### config.mk
export PLATFORM = sky130hd
export DESIGN_NAME = uart_tx_cfg
export DESIGN_NICKNAME = d
export VERILOG_FILES = /design/src/rtl/uart_tx_cfg.sv
export SDC_FILE = /design/constraint.sdc
export NUM_CORES = 1
export LEC_CHECK = 0
export BUFFER_PORTS_ARGS = -buffer_cell sky130_fd_sc_hd__buf_4
export CELL_PAD_IN_SITES_DETAIL_PLACEMENT = 2
export CELL_PAD_IN_SITES_GLOBAL_PLACEMENT = 2
export CORE_UTILIZATION = 37
export CTS_BUF_LIST = sky130_fd_sc_hd__clkbuf_8
export CTS_CLUSTER_SIZE = 12
export DETAILED_ROUTE_END_ITERATION = 12
export HOLD_SLACK_MARGIN = 0.02
export PLACE_DENSITY_LB_ADDON = 0.1
export SLEW_MARGIN = 20
export SYNTH_ARGS = -nofsm -noshare
export SYNTH_HDL_FRONTEND = slang
export SYNTH_SLANG_ARGS = --single-unit
### constraint.sdc
create_clock -name clk -period 2.52 [get_ports clk]
set_clock_uncertainty 0.1 [all_clocks]
set_input_delay 0.504 -clock clk [delete_from_list [all_inputs] [get_ports clk]]
set_output_delay 0.504 -clock clk [all_outputs]
set_load 0.03 [all_outputs]
### src/rtl/uart_tx_cfg.sv
// uart_tx_cfg -- configurable UART transmitter.
//
// Sends one frame per accepted request: start bit (low), DATA_BITS payload
// bits LSB first, an optional parity bit, then one or two stop bits (high).
// Every bit is held on tx_pin for exactly CLK_PER_BIT clock cycles.
//
// Build option:
//   UART_TX_PARITY_EN  defined   -> parity generation and the PARITY state are
//                                   built; parity_mode selects none/even/odd.
//                      undefined -> parity_mode is accepted but ignored and
//                                   frames never carry a parity bit.
//
// Parameters:
//   CLK_PER_BIT  clk cycles per serial bit (2..8191)
//   DATA_BITS    payload bits per frame (5..8)
//
// Ports:
//   clk          rising-edge clock
//   rst_n        synchronous active-low reset
//   tx_valid     frame request presented
//   tx_ready     block can accept a frame this cycle (IDLE only)
//   tx_data      payload, sent LSB first
//   parity_mode  00 none, 01 even, 10 odd, 11 none
//   stop2        0 one stop bit, 1 two stop bits
//   tx_busy      frame in progress
//   tx_done      one-cycle pulse on the first IDLE cycle after a frame
//   tx_pin       serial line, idle high
//   dbg_state_o  current FSM state (IDLE=0, START=1, DATA=2, PARITY=3, STOP=4)
//
// Handshake: a frame is accepted on a rising edge where tx_valid and tx_ready
// are both 1. tx_ready is high only in IDLE; tx_valid seen while busy is
// dropped, never queued. The start bit appears on tx_pin the cycle after
// acceptance, so holding tx_valid high gives back-to-back frames with the
// done/ready cycle as the only gap between stop and the next start bit.

module uart_tx_cfg #(
    parameter int unsigned CLK_PER_BIT = 434,
    parameter int unsigned DATA_BITS   = 8
) (
    input  logic                 clk,
    input  logic                 rst_n,
    input  logic                 tx_valid,
    output logic                 tx_ready,
    input  logic [DATA_BITS-1:0] tx_data,
    input  logic [1:0]           parity_mode,
    input  logic                 stop2,
    output logic                 tx_busy,
    output logic                 tx_done,
    output logic                 tx_pin,
    output logic [2:0]           dbg_state_o
);

    typedef enum logic [2:0] {
        IDLE   = 3'd0,
        START  = 3'd1,
        DATA   = 3'd2,
        PARITY = 3'd3,
        STOP   = 3'd4
    } state_e;

    localparam logic [12:0] CNT_LAST = 13'(CLK_PER_BIT - 1);
    localparam logic [2:0]  BIT_LAST = 3'(DATA_BITS - 1);

    state_e                 state_q;
    logic [12:0]            cnt_q;
    logic [2:0]             bit_idx_q;
    logic [DATA_BITS-1:0]   data_q;       // shifts right; bit 0 is on the line
    logic                   stop2_q;
    logic                   stop_second_q;
    logic                   tx_pin_q;
    logic                   tx_done_q;
`ifdef UART_TX_PARITY_EN
    logic                   par_en_q;
    logic                   par_bit_q;
`else
    logic                   unused_parity_mode;
    assign unused_parity_mode = ^parity_mode;
`endif

    // Last cycle of the current serial bit: every bit transition happens here.
    logic bit_end;
    assign bit_end = (cnt_q == CNT_LAST);

    always_ff @(posedge clk) begin
        if (!rst_n) begin
            state_q       <= IDLE;
            cnt_q         <= '0;
            bit_idx_q     <= '0;
            data_q        <= '0;
            stop2_q       <= 1'b0;
            stop_second_q <= 1'b0;
            tx_pin_q      <= 1'b1;
            tx_done_q     <= 1'b0;
`ifdef UART_TX_PARITY_EN
            par_en_q      <= 1'b0;
            par_bit_q     <= 1'b0;
`endif
        end else begin
            tx_done_q <= 1'b0;
            // Counter wraps at the bit boundary, otherwise counts up while busy.
            if (state_q != IDLE) begin
                cnt_q <= bit_end ? '0 : cnt_q + 13'd1;
            end
            case (state_q)
                IDLE: begin
                    tx_pin_q <= 1'b1;
                    if (tx_valid) begin
                        // Capture everything the frame needs; inputs are
                        // free to change from here on.
                        data_q        <= tx_data;
                        stop2_q       <= stop2;
                        stop_second_q <= 1'b0;
                        bit_idx_q     <= '0;
                        cnt_q         <= '0;
`ifdef UART_TX_PARITY_EN
                        par_en_q  <= (parity_mode == 2'b01) || (parity_mode == 2'b10);
                        // Even: XOR of data; odd: inverted XOR.
                        par_bit_q <= (^tx_data) ^ (parity_mode == 2'b10);
`endif
                        tx_pin_q <= 1'b0;
                        state_q  <= START;
                    end
                end
                START: begin
                    if (bit_end) begin
                        tx_pin_q  <= data_q[0];
                        bit_idx_q <= '0;
                        state_q   <= DATA;
                    end
                end
                DATA: begin
                    if (bit_end) begin
                        if (bit_idx_q == BIT_LAST) begin
`ifdef UART_TX_PARITY_EN
                            if (par_en_q) begin
                                tx_pin_q <= par_bit_q;
                                state_q  <= PARITY;
                            end else begin
                                tx_pin_q <= 1'b1;
                                state_q  <= STOP;
                            end
`else
                            tx_pin_q <= 1'b1;
                            state_q  <= STOP;
`endif
                        end else begin
                            tx_pin_q  <= data_q[1];
                            data_q    <= data_q >> 1;
                            bit_idx_q <= bit_idx_q + 3'd1;
                        end
                    end
                end
`ifdef UART_TX_PARITY_EN
                PARITY: begin
                    if (bit_end) begin
                        tx_pin_q <= 1'b1;
                        state_q  <= STOP;
                    end
                end
`endif
                STOP: begin
                    if (bit_end) begin
                        if (stop2_q && !stop_second_q) begin
                            // Second stop bit: line stays high, one more bit time.
                            stop_second_q <= 1'b1;
                        end else begin
                            tx_pin_q  <= 1'b1;
                            tx_done_q <= 1'b1;
                            state_q   <= IDLE;
                        end
                    end
                end
                default: begin
                    tx_pin_q <= 1'b1;
                    cnt_q    <= '0;
                    state_q  <= IDLE;
                end
            endcase
        end
    end

    assign tx_ready    = (state_q == IDLE);
    assign tx_busy     = (state_q != IDLE);
    assign tx_done     = tx_done_q;
    assign tx_pin      = tx_pin_q;
    assign dbg_state_o = state_q;

endmodule

==> metrics.cfg, run 1 <==
[floorplanning]
io_pins=21
rows=24
die_x_um=69.8
die_area_mm2=0.00488
core_region_area_mm2=0.00438
initial_core_util_pct=38.8
die_y_um=69.8

[sta]
relSlewSlack_pct=52.3
slew_violations=0
worstMarginPinSlew_ns=0.712
finalCritPeriodShare_pct=86.0
rsz0062_at_grt=no
fmax_ghz=0.461
period_needed_ns=2.17
finalHoldViolCount=0
setup_viol=0
tns_ns=0

[synth]
netlist_top_cells_count=dfxtp_1 (31), nand2_1 (14), nor2_1 (12), a21boi_1 (10)
synth_top_family_by_area=simple AND/OR/NAND/NOR gates
synthAdderAreaFrac_pct=2.94
synth_top_area_share_pct=36.4
avgSynthCellArea_um2=8.96
muxShareOfSynthArea_pct=2.42
synth.distinct_cells=52
yosysSeqAreaShare_pct=36.4
synth-simple-area-share_pct=25.9
synth_ff_type=dfxtp_1
syn-num-nets=208
ys_warn_count=0
yosysMostFrequentCell=dfxtp_1
ys_seq_elements=31
synth_edf_count=0
synth.area.top_cells=dfxtp_1 (36%), a21boi_1 (4.4%), a32oi_1 (3.6%)
synth_xor_area_share_pct=5.14
synth_compound_area_share_pct=21.7
syn_inst=190
synth_async_sr_flop_share_pct=0
synth_area_mm2=0.00170
netlist.top_cell.by_area=dfxtp_1

[cells_and_area]
fill_cells=476
post-route-cell-area_mm2=0.00196
diodes=0
multi_input_area_um2=990
final_nets=225
seq_area_um2=621
drive_gt1_share_pct=19.3
synthToLayoutAreaGrowth_pct=15.2

[pwr]
swShare_pct=24.9
intPower_uw=763
power.density_mw_per_mm2=518
p_switching_uw=253
seq_power_share_pct=50.4
leakage_uw=0.000740
ir_drop_v=0.000277
p_clk_share_pct=38.8
comb_power_share_pct=10.9

[detailed_routing]
totalWireLength_um=4810
via_per_inst=5.86
drcViolationCount=0
post_drt_wl_per_cell_um=18.6
vias=1518
antenna_left=0
first_pass_iters=6
drt-initial-drc-count=77

[placed_design]
dp_hpwl_um=3490
place.gp.congestion=0.739
port_buffers=18
dpl_cell_area_mm2=0.00187

[run_status]
status=complete, no violations

[global_routing]
grt_pass1_vias=1654
grt_start_max_net_pins=25
grt.total_usage_pct=21.9
gr-total-overflow=0
grt_antenna_before_repair=0
grt_pass1_wl_um=8340

[setup_path]
crit_path_start_kind=register
crit_path_end_kind=primary output
worstRegToRegCells=6
crit_slowest_cell=or3_1
path_cells=or3_1 -> inv_2 -> buf_4
r2r-start=dbg_state_o[2]
cp.required_ns=1.92
slowest_delay_ns=0.46
crit_type=register to primary output
cp_max_fo=12
r2r-end=cnt_q[11]
r2r_setup_slack_ns=0.54
arrival_ns=1.56

[clocking]
cts.clk_slew.worst_paths_ns=0.07
numCtsBuffers=5
cts_tree=done
clockBufferDepth=2
ctsResizeCount=0
htreeDepth=2
cts_root_buffer=clkbuf_8
clk_latency_ns=0.28
cts_hold_buf=0
postCtsSetupBuffers=0
cts.sinks=31

[worst_hold_path]
min_path_cells=3
hp-class=input port to register
holdPathEnd=data_q[7]
min-delay-start=tx_data[7]

[job]
timing.max_cap.violations=0

state kept, by name, indices dropped and copies added, names as in the netlist:
name and count:
bit_idx_q 3, tx_pin 1, data_q 8, stop_second_q 1
tx_done 1, stop2_q 1, dbg_state_o 3, cnt_q 13
per-layer routing:
metal  track usage (%)  wire length (µm)
met4              6.00                58
met5                 0                 0
met1              26.8              2150
met3              4.80               122
met2              38.2              2480
metrics by stage:
| stage | instances | worst slack (ns) | util [%] | hold slack [ns] | total power (µW) |
|---|---|---|---|---|---|
| floorplan | 190 | 0.473 | - | 0.338 | 591 |
| global placement | 252 | 0.629 | 42.8 | 0.348 | 627 |
| detailed placement | 252 | 0.547 | 42.8 | 0.378 | 632 |
| CTS | 259 | 0.329 | 44.7 | 0.364 | 1040 |
| global route | 259 | 0.283 | 44.7 | 0.396 | 1070 |
| finish | 259 | 0.352 | 44.7 | 0.369 | 1020 |
placed cells by master (no fill, tap or decap), types with 3 or more instances in the layout:
cell type | netlist | final
xor2_1 | 5 | 5
a32oi_1 | 7 | 7
mux2i_1 | 3 | 3
clkbuf_8 | 0 | 6
a21oi_1 | 5 | 5
nor3_1 | 3 | 3
nand2_1 | 14 | 14
a21boi_1 | 10 | 10
nor2_1 | 12 | 12
nand2b_1 | 4 | 4
or3_1 | 4 | 4
dfxtp_1 | 31 | 31
nand4_1 | 3 | 3
o21ai_0 | 3 | 3
o21ai_1 | 8 | 8
o211ai_1 | 4 | 4
buf_4 | 1 | 22
or3b_1 | 3 | 3
inv_1 | 8 | 8
xnor2_1 | 5 | 5
ha_1 | 4 | 4
nand3_1 | 8 | 8
how the worst max path moves through the flow:
stage | start | to | slack, ns
after detailed placement | bit_idx_q[0] | bit_idx_q[2] | 0.55
final | dbg_state_o[2] | tx_ready | 0.35
after global placement | dbg_state_o[2] | cnt_q[8] | 0.63
after floorplan | dbg_state_o[0] | tx_ready | 0.47
after CTS | dbg_state_o[2] | tx_ready | 0.33
after global routing | dbg_state_o[2] | tx_ready | 0.28
area by class of cell:
cell class,count,area share [%]
Tap cell,52,3.32
Inverter,9,1.72
Sequential cell,31,31.6
Clock inverter,1,0.255
Timing Repair Buffer,22,8.42
Clock buffer,6,4.21
Multi-Input combinational cell,138,50.4
power groups by stage:
stage / logic [µW] / registers (µW) / clock network, µW
final: 110 / 512 / 394
after global routing: 121 / 513 / 435
after CTS: 111 / 511 / 412
after detailed placement: 110 / 522 / 0
after global placement: 106 / 521 / 0
after floorplan: 65.3 / 525 / 0
cell families after synthesis:
| group | after synthesis |
|---|---|
| AOI/OAI and AO/OA | 51 |
| DFF | 31 |
| buffers and inverters | 21 |
| xor gates and xnor gates | 10 |
| and+or+nand+nor | 69 |
| adders and majority gates | 4 |
| muxes | 4 |
critical path, delay by kind of cell, from the launching register on:
family | cells | cell delay (ns)
buffers and inverters | 2 | 0.43
DFF | 1 | 0.39
and+or+nand+nor | 1 | 0.46
(Power assumes the default switching activity.)
==> inputs of run 2 (changes only) <==
==> constraint.sdc (replaced) <==
create_clock -name clk -period 2.4 [get_ports clk]
set_clock_uncertainty 0.1 [all_clocks]
set_input_delay 0.48 -clock clk [delete_from_list [all_inputs] [get_ports clk]]
set_output_delay 0.48 -clock clk [all_outputs]
set_load 0.03 [all_outputs]
==> run 2 against run 1 <==
  * Via count grew 1.1%
  * Die area is the same
  * Global-route usage grew 0.055 points
  * Sequential cell count is the same
  * Utilization grew 0.57 points
  * Hold slack lost 0.037 ns
  * Worst setup slack lost 0.12 ns
  * Critical endpoint unchanged
  * Largest power group unchanged
==> metrics.cfg, run 2 (same netlist as run 1, synthesis figures left out) <==
[sta]
finalHoldWorstSlack_ns=0.332  ; -0.0372 ns
relSlewSlack_pct=54.2  ; +1.8 points
fmax_ghz=0.461
worstMarginPinSlew_ns=0.684  ; -0.0275 ns
finalCritPeriodShare_pct=90.4
setup_viol=0  ; unchanged
rsz0062_at_grt=no
slew_violations=0  ; unchanged
finalHoldViolCount=0  ; unchanged
period_needed_ns=2.17
tns_ns=0  ; unchanged

[pwr]
power.density_mw_per_mm2=597  ; +15%
leakage_uw=0.000751  ; +1.5%
ir_drop_v=0.000226  ; -18%

[floorplanning]
initial_core_util_pct=38.8  ; unchanged
core_region_area_mm2=0.00438  ; unchanged
die_area_mm2=0.00488  ; unchanged
io_pins=21  ; unchanged
rows=24  ; unchanged
die_y_um=69.8  ; unchanged
die_x_um=69.8  ; unchanged

[clocking]
clk_latency_ns=0.30  ; +0.02 ns
cts_tree=done
cts.clk_slew.worst_paths_ns=0.08  ; about the same
cts_root_buffer=clkbuf_8
ctsResizeCount=0  ; unchanged
cts_hold_buf=0  ; unchanged
numCtsBuffers=5  ; unchanged
postCtsSetupBuffers=0  ; unchanged
htreeDepth=2  ; unchanged
clockBufferDepth=2  ; unchanged
cts.sinks=31  ; unchanged

[run_status]
status=complete, no violations

[placed_design]
place.gp.congestion=0.738  ; -0.18%
dp_hpwl_um=3460  ; -0.81%
port_buffers=18  ; unchanged
dp_cells=252  ; unchanged

[cells_and_area]
instances_no_fill=260  ; +0.39%
reg_top3=cnt_q (13), data_q (8)
largest_reg_flops=13  ; unchanged
synthToLayoutAreaGrowth_pct=16.7
diodes=0  ; unchanged
final_nets=225  ; unchanged
regMostFlops=cnt_q
final_cell_mix=dfxtp_1 (31), buf_4 (22), nand2_1 (14)
layout_commonest_cell=dfxtp_1
drive_gt1_share_pct=19.7  ; +0.39 points

[setup_path]
crit_path_start_kind=register
r2r-end=cnt_q[10]
crit_path_end_kind=primary output
setup.worst_path.end=tx_ready
cp_max_fo=12  ; unchanged
cp.required_ns=1.82  ; -0.10 ns
worstRegToRegCells=6  ; unchanged
critPathLaunch=dbg_state_o[0]
r2r_setup_slack_ns=0.43  ; -0.11 ns
r2r-start=dbg_state_o[0]
crit_type=register to primary output
arrival_ns=1.59  ; +0.03 ns

[global_routing]
grt_pass1_wl_um=8210  ; -1.5%
gr-total-overflow=0  ; unchanged
grt_start_max_net_pins=25  ; unchanged
grt.total_usage_pct=21.9  ; +0.055 points
grt_pass1_vias=1638  ; -0.97%
grt_antenna_before_repair=0  ; unchanged

[detailed_routing]
via_per_inst=5.90  ; +0.73%
vias=1535  ; +1.1%
first_pass_iters=4  ; -2
drcViolationCount=0  ; unchanged
post_drt_wl_per_cell_um=18.6  ; +0.11%
drt-initial-drc-count=51  ; -34%
antenna_left=0  ; unchanged
totalWireLength_um=4830  ; +0.50%

[worst_hold_path]
hp-class=input port to register
min-delay-start=tx_data[7]

[job]
timing.max_cap.violations=0  ; unchanged

[run 2: cell count changes in the layout (fill, tap and decap cells not counted), sizes merged]
cell	before	now
bufinv	0	1
clkbuf	6	5
clkinv	1	2
[run 2: power by group]
part	total, µW	internal (µW)	switching (µW)
registers	536	527	8.88
logic	116	49.0	67.4
clock network	534	309	225
total	1190	885	302
[run 2: metal layers]
metal	vias to the layer above	GRT usage (%)	part of all wire, %
met5	-	0	0
li1	737	-	-
met1	769	28.0	46
met4	0	8.00	1.7
met3	8	4.36	2.3
met2	21	36.4	50
[run 2: worst min-delay path by stage]
| stage | to | slack, ns | depth (start not counted) |
|---|---|---|---|
| floorplan | bit_idx_q[1] | 0.34 | 2 |
| global placement | bit_idx_q[2] | 0.35 | 2 |
| detailed placement | bit_idx_q[1] | 0.38 | 2 |
| CTS | stop2_q | 0.33 | 3 |
| global route | stop2_q | 0.34 | 3 |
| finish | data_q[7] | 0.33 | 3 |
[run 2: stage by stage]
step | total power, µW | utilization, % | area [µm²] | setup WS, ns
global placement | 658 | 42.8 | 1870 | 0.536
floorplan | 620 | - | 1700 | 0.377
CTS | 1200 | 45.3 | 1990 | 0.240
detailed placement | 665 | 42.8 | 1870 | 0.445
finish | 1190 | 45.3 | 1990 | 0.230
global route | 1230 | 45.3 | 1990 | 0.194
[run 2: critical path, stage by stage, from the launching register on]
cell and delay, ns:
dfxtp_1 0.32, or3_1 0.51, inv_2 0.25, buf_4 0.21
[run 2: area by class of cell]
type	count	area, µm²
Fill cell	471	2400
Multi-Input combinational cell	138	990
Clock inverter	3	43.8
Clock buffer	5	68.8
Inverter	9	33.8
Sequential cell	31	621
Timing Repair Buffer	22	165
Tap cell	52	65.1
==> inputs of run 3 (changes only) <==
--- a/config.mk
+++ b/config.mk
@@ -8,8 +8,7 @@
 export BUFFER_PORTS_ARGS = -buffer_cell sky130_fd_sc_hd__buf_4
 export CELL_PAD_IN_SITES_DETAIL_PLACEMENT = 2
 export CELL_PAD_IN_SITES_GLOBAL_PLACEMENT = 2
-export CORE_UTILIZATION = 37
-export CTS_BUF_LIST = sky130_fd_sc_hd__clkbuf_8
+export CORE_UTILIZATION = 35
 export CTS_CLUSTER_SIZE = 12
 export DETAILED_ROUTE_END_ITERATION = 12
 export HOLD_SLACK_MARGIN = 0.02
==> constraint.sdc (replaced) <==
create_clock -name clk -period 2.4 [get_ports clk]
set_clock_uncertainty 0.1 [all_clocks]
set_input_delay 0.12 -clock clk [delete_from_list [all_inputs] [get_ports clk]]
set_output_delay 0.12 -clock clk [all_outputs]
set_load 0.03 [all_outputs]
==> run 3 against run 2 <==
  * Utilization decreased by 3.0 points
  * Largest cell class unchanged
  * Largest power group unchanged
  * Sequential cell count unchanged
  * Critical endpoint is now tx_pin
  * Register-to-register slack got worse by 0.07 ns
==> metrics.cfg, run 3 (same netlist as run 1, synthesis figures left out) <==
[global_routing]
grt_start_max_net_pins=25  ; unchanged
grt.total_usage_pct=20.3  ; -1.6 points
grt_antenna_before_repair=0  ; unchanged
grt_pass1_wl_um=8140  ; -0.84%
grt_util_met1_pct=25.4  ; -2.6 points
grt_pass1_vias=1614  ; -1.5%
use_met3_pct=4.22  ; -0.14 points
grt_use_met2_pct=35.5  ; -0.90 points
busiest_layer=met2
gr-total-overflow=0  ; unchanged

[job]
timing.max_cap.violations=0  ; unchanged

[floorplanning]
initial_core_util_pct=36.3  ; -2.5 points
rows=25  ; +4.2%
die_x_um=71.8  ; +2.7%
core_region_area_mm2=0.00469  ; +7.0%
io_pins=21  ; unchanged
die_area_mm2=0.00515  ; +5.5%
die_y_um=71.8  ; +2.7%

[worst_hold_path]
hp-class=input port to register

[cells_and_area]
diodes=0  ; unchanged
final_cell_mix=dfxtp_1 (31), buf_4 (22), nand2_1 (14)
final_util_pct=42.3  ; -3.0 points
largest_reg_flops=13  ; unchanged
final_nets=227  ; +0.89%
fill_cells=507  ; +7.6%
layout_commonest_cell=dfxtp_1
synthToLayoutAreaGrowth_pct=16.5
regMostFlops=cnt_q
seq_area_um2=621  ; unchanged
instances_no_fill=263  ; +1.2%
reg_top3=cnt_q (13), data_q (8)
drive_gt1_share_pct=19.1  ; -0.57 points
multi_input_area_um2=990  ; unchanged

[clocking]
cts_tree=done
cts_root_buffer=clkbuf_8
clk_latency_ns=0.28  ; -0.02 ns
postCtsSetupBuffers=0  ; unchanged
numCtsBuffers=5  ; unchanged
htreeDepth=2  ; unchanged
cts.sinks=31  ; unchanged
cts.clk_slew.worst_paths_ns=0.06  ; -0.02 ns
clockBufferDepth=2  ; unchanged

[detailed_routing]
drt-initial-drc-count=38  ; -25%
drcViolationCount=0  ; unchanged
first_pass_iters=4  ; unchanged
via_per_inst=5.57  ; -5.6%
post_drt_wl_per_cell_um=18.1  ; -2.9%
totalWireLength_um=4750  ; -1.8%
vias=1466  ; -4.5%
antenna_left=0  ; unchanged

[sta]
setup_viol=0  ; unchanged
slew_violations=0  ; unchanged
tns_ns=0  ; unchanged
setup_ws_ns=0.363  ; +0.133 ns
period_needed_ns=2.04  ; -0.133 ns
finalCritPeriodShare_pct=84.9  ; -5.6 points
relSlewSlack_pct=52.8  ; -1.4 points
finalHoldViolCount=0  ; unchanged
rsz0062_at_grt=no
worstMarginPinSlew_ns=0.705  ; +0.0211 ns
fmax_ghz=0.491  ; +6.6%

[pwr]
power_uw=1070  ; -10%
ir_drop_v=0.000276  ; +22%
leakage_uw=0.000747  ; -0.50%
power.density_mw_per_mm2=538  ; -9.9%

[setup_path]
crit_slowest_cell=dfxtp_1
r2r_setup_slack_ns=0.36  ; -0.07 ns
crit_buf_inv=0  ; -2
slowest_delay_ns=0.66  ; +0.15 ns
arrival_ns=2.14  ; +0.55 ns
crit_path_end_kind=register
crit_type=register to register
path_cells=or3b_1 -> o2111ai_1 -> a211oi_1 -> a41oi_1
cp.required_ns=2.50  ; +0.68 ns
cp_max_fo=16  ; +4
crit_family=compound AO/OA/AOI/OAI gates
crit_path_start_kind=register

[placed_design]
pre_cts_ws_ns=0.381  ; -0.0642 ns
port_buffers=18  ; unchanged
place.gp.congestion=0.802  ; +8.6%
dp_hpwl_um=3490  ; +0.79%
dp_cells=254  ; +0.79%

[run_status]
status=complete, no violations

run 3: changes by cell type in the layout (fill, tap and decap cells not counted):
cell,delta
clkbuf_8,+1
dlygate4sd3_1,+2
bufinv_16,-1
clkinv_4,-1
run 3: path summary, 6_finish.rpt:
path	start	depth (start not counted)	endpoint
worst min-delay path	tx_data[0]	3	data_q[0]
worst max register to register	dbg_state_o[2]	4	tx_pin
worst min register to register	bit_idx_q[1]	2	bit_idx_q[1]
worst max-delay path	dbg_state_o[2]	4	tx_pin
run 3: per-stage QoR:
step | instance area (µm²) | hold slack [ns]
2_1_floorplan | 1700 | 0.149
3_3_place_gp | 1880 | 0.272
3_5_place_dp | 1880 | 0.295
4_1_cts | 1980 | 0.0587
5_1_grt | 1980 | 0.0893
6_report | 1980 | 0.0657
run 3: routing by layer:
metal	vias up	share of wire (%)
li1	734	-
met1	717	46
met2	13	51
met3	2	1.9
met4	0	0.46
met5	-	0
run 3: area by class of cell:
| type | count | area share [%] |
|---|---|---|
| timing repair buffer | 24 | 9.33 |
| tap | 54 | 3.40 |
| multi-input combinational | 138 | 49.9 |
| clock buffer | 6 | 4.16 |
| sequential | 31 | 31.3 |
| clock inverter | 1 | 0.252 |
| inverter | 9 | 1.70 |
run 3: repair_timing:
action	4_1_cts	5_1_grt
hold buffers	2	0
setup endpoints to repair	0	0
gates resized for setup	0	0
endpoints found under the hold margin	2	0
run 3: report_power, final:
group          switching (µW)  total [µW]  internal, µW  leakage, µW
Clock                     187         411           225    0.0000470
Combinational            67.4         120          52.5     0.000449
Sequential               9.15         537           528     0.000252
Total                     263        1070           805     0.000747
run 3: tightest hold or removal path, delay by kind of cell:
kind | cells | cell delay [ns]
AO/OA/AOI/OAI | 2 | 0.21
buffers and inverters | 1 | 0.08
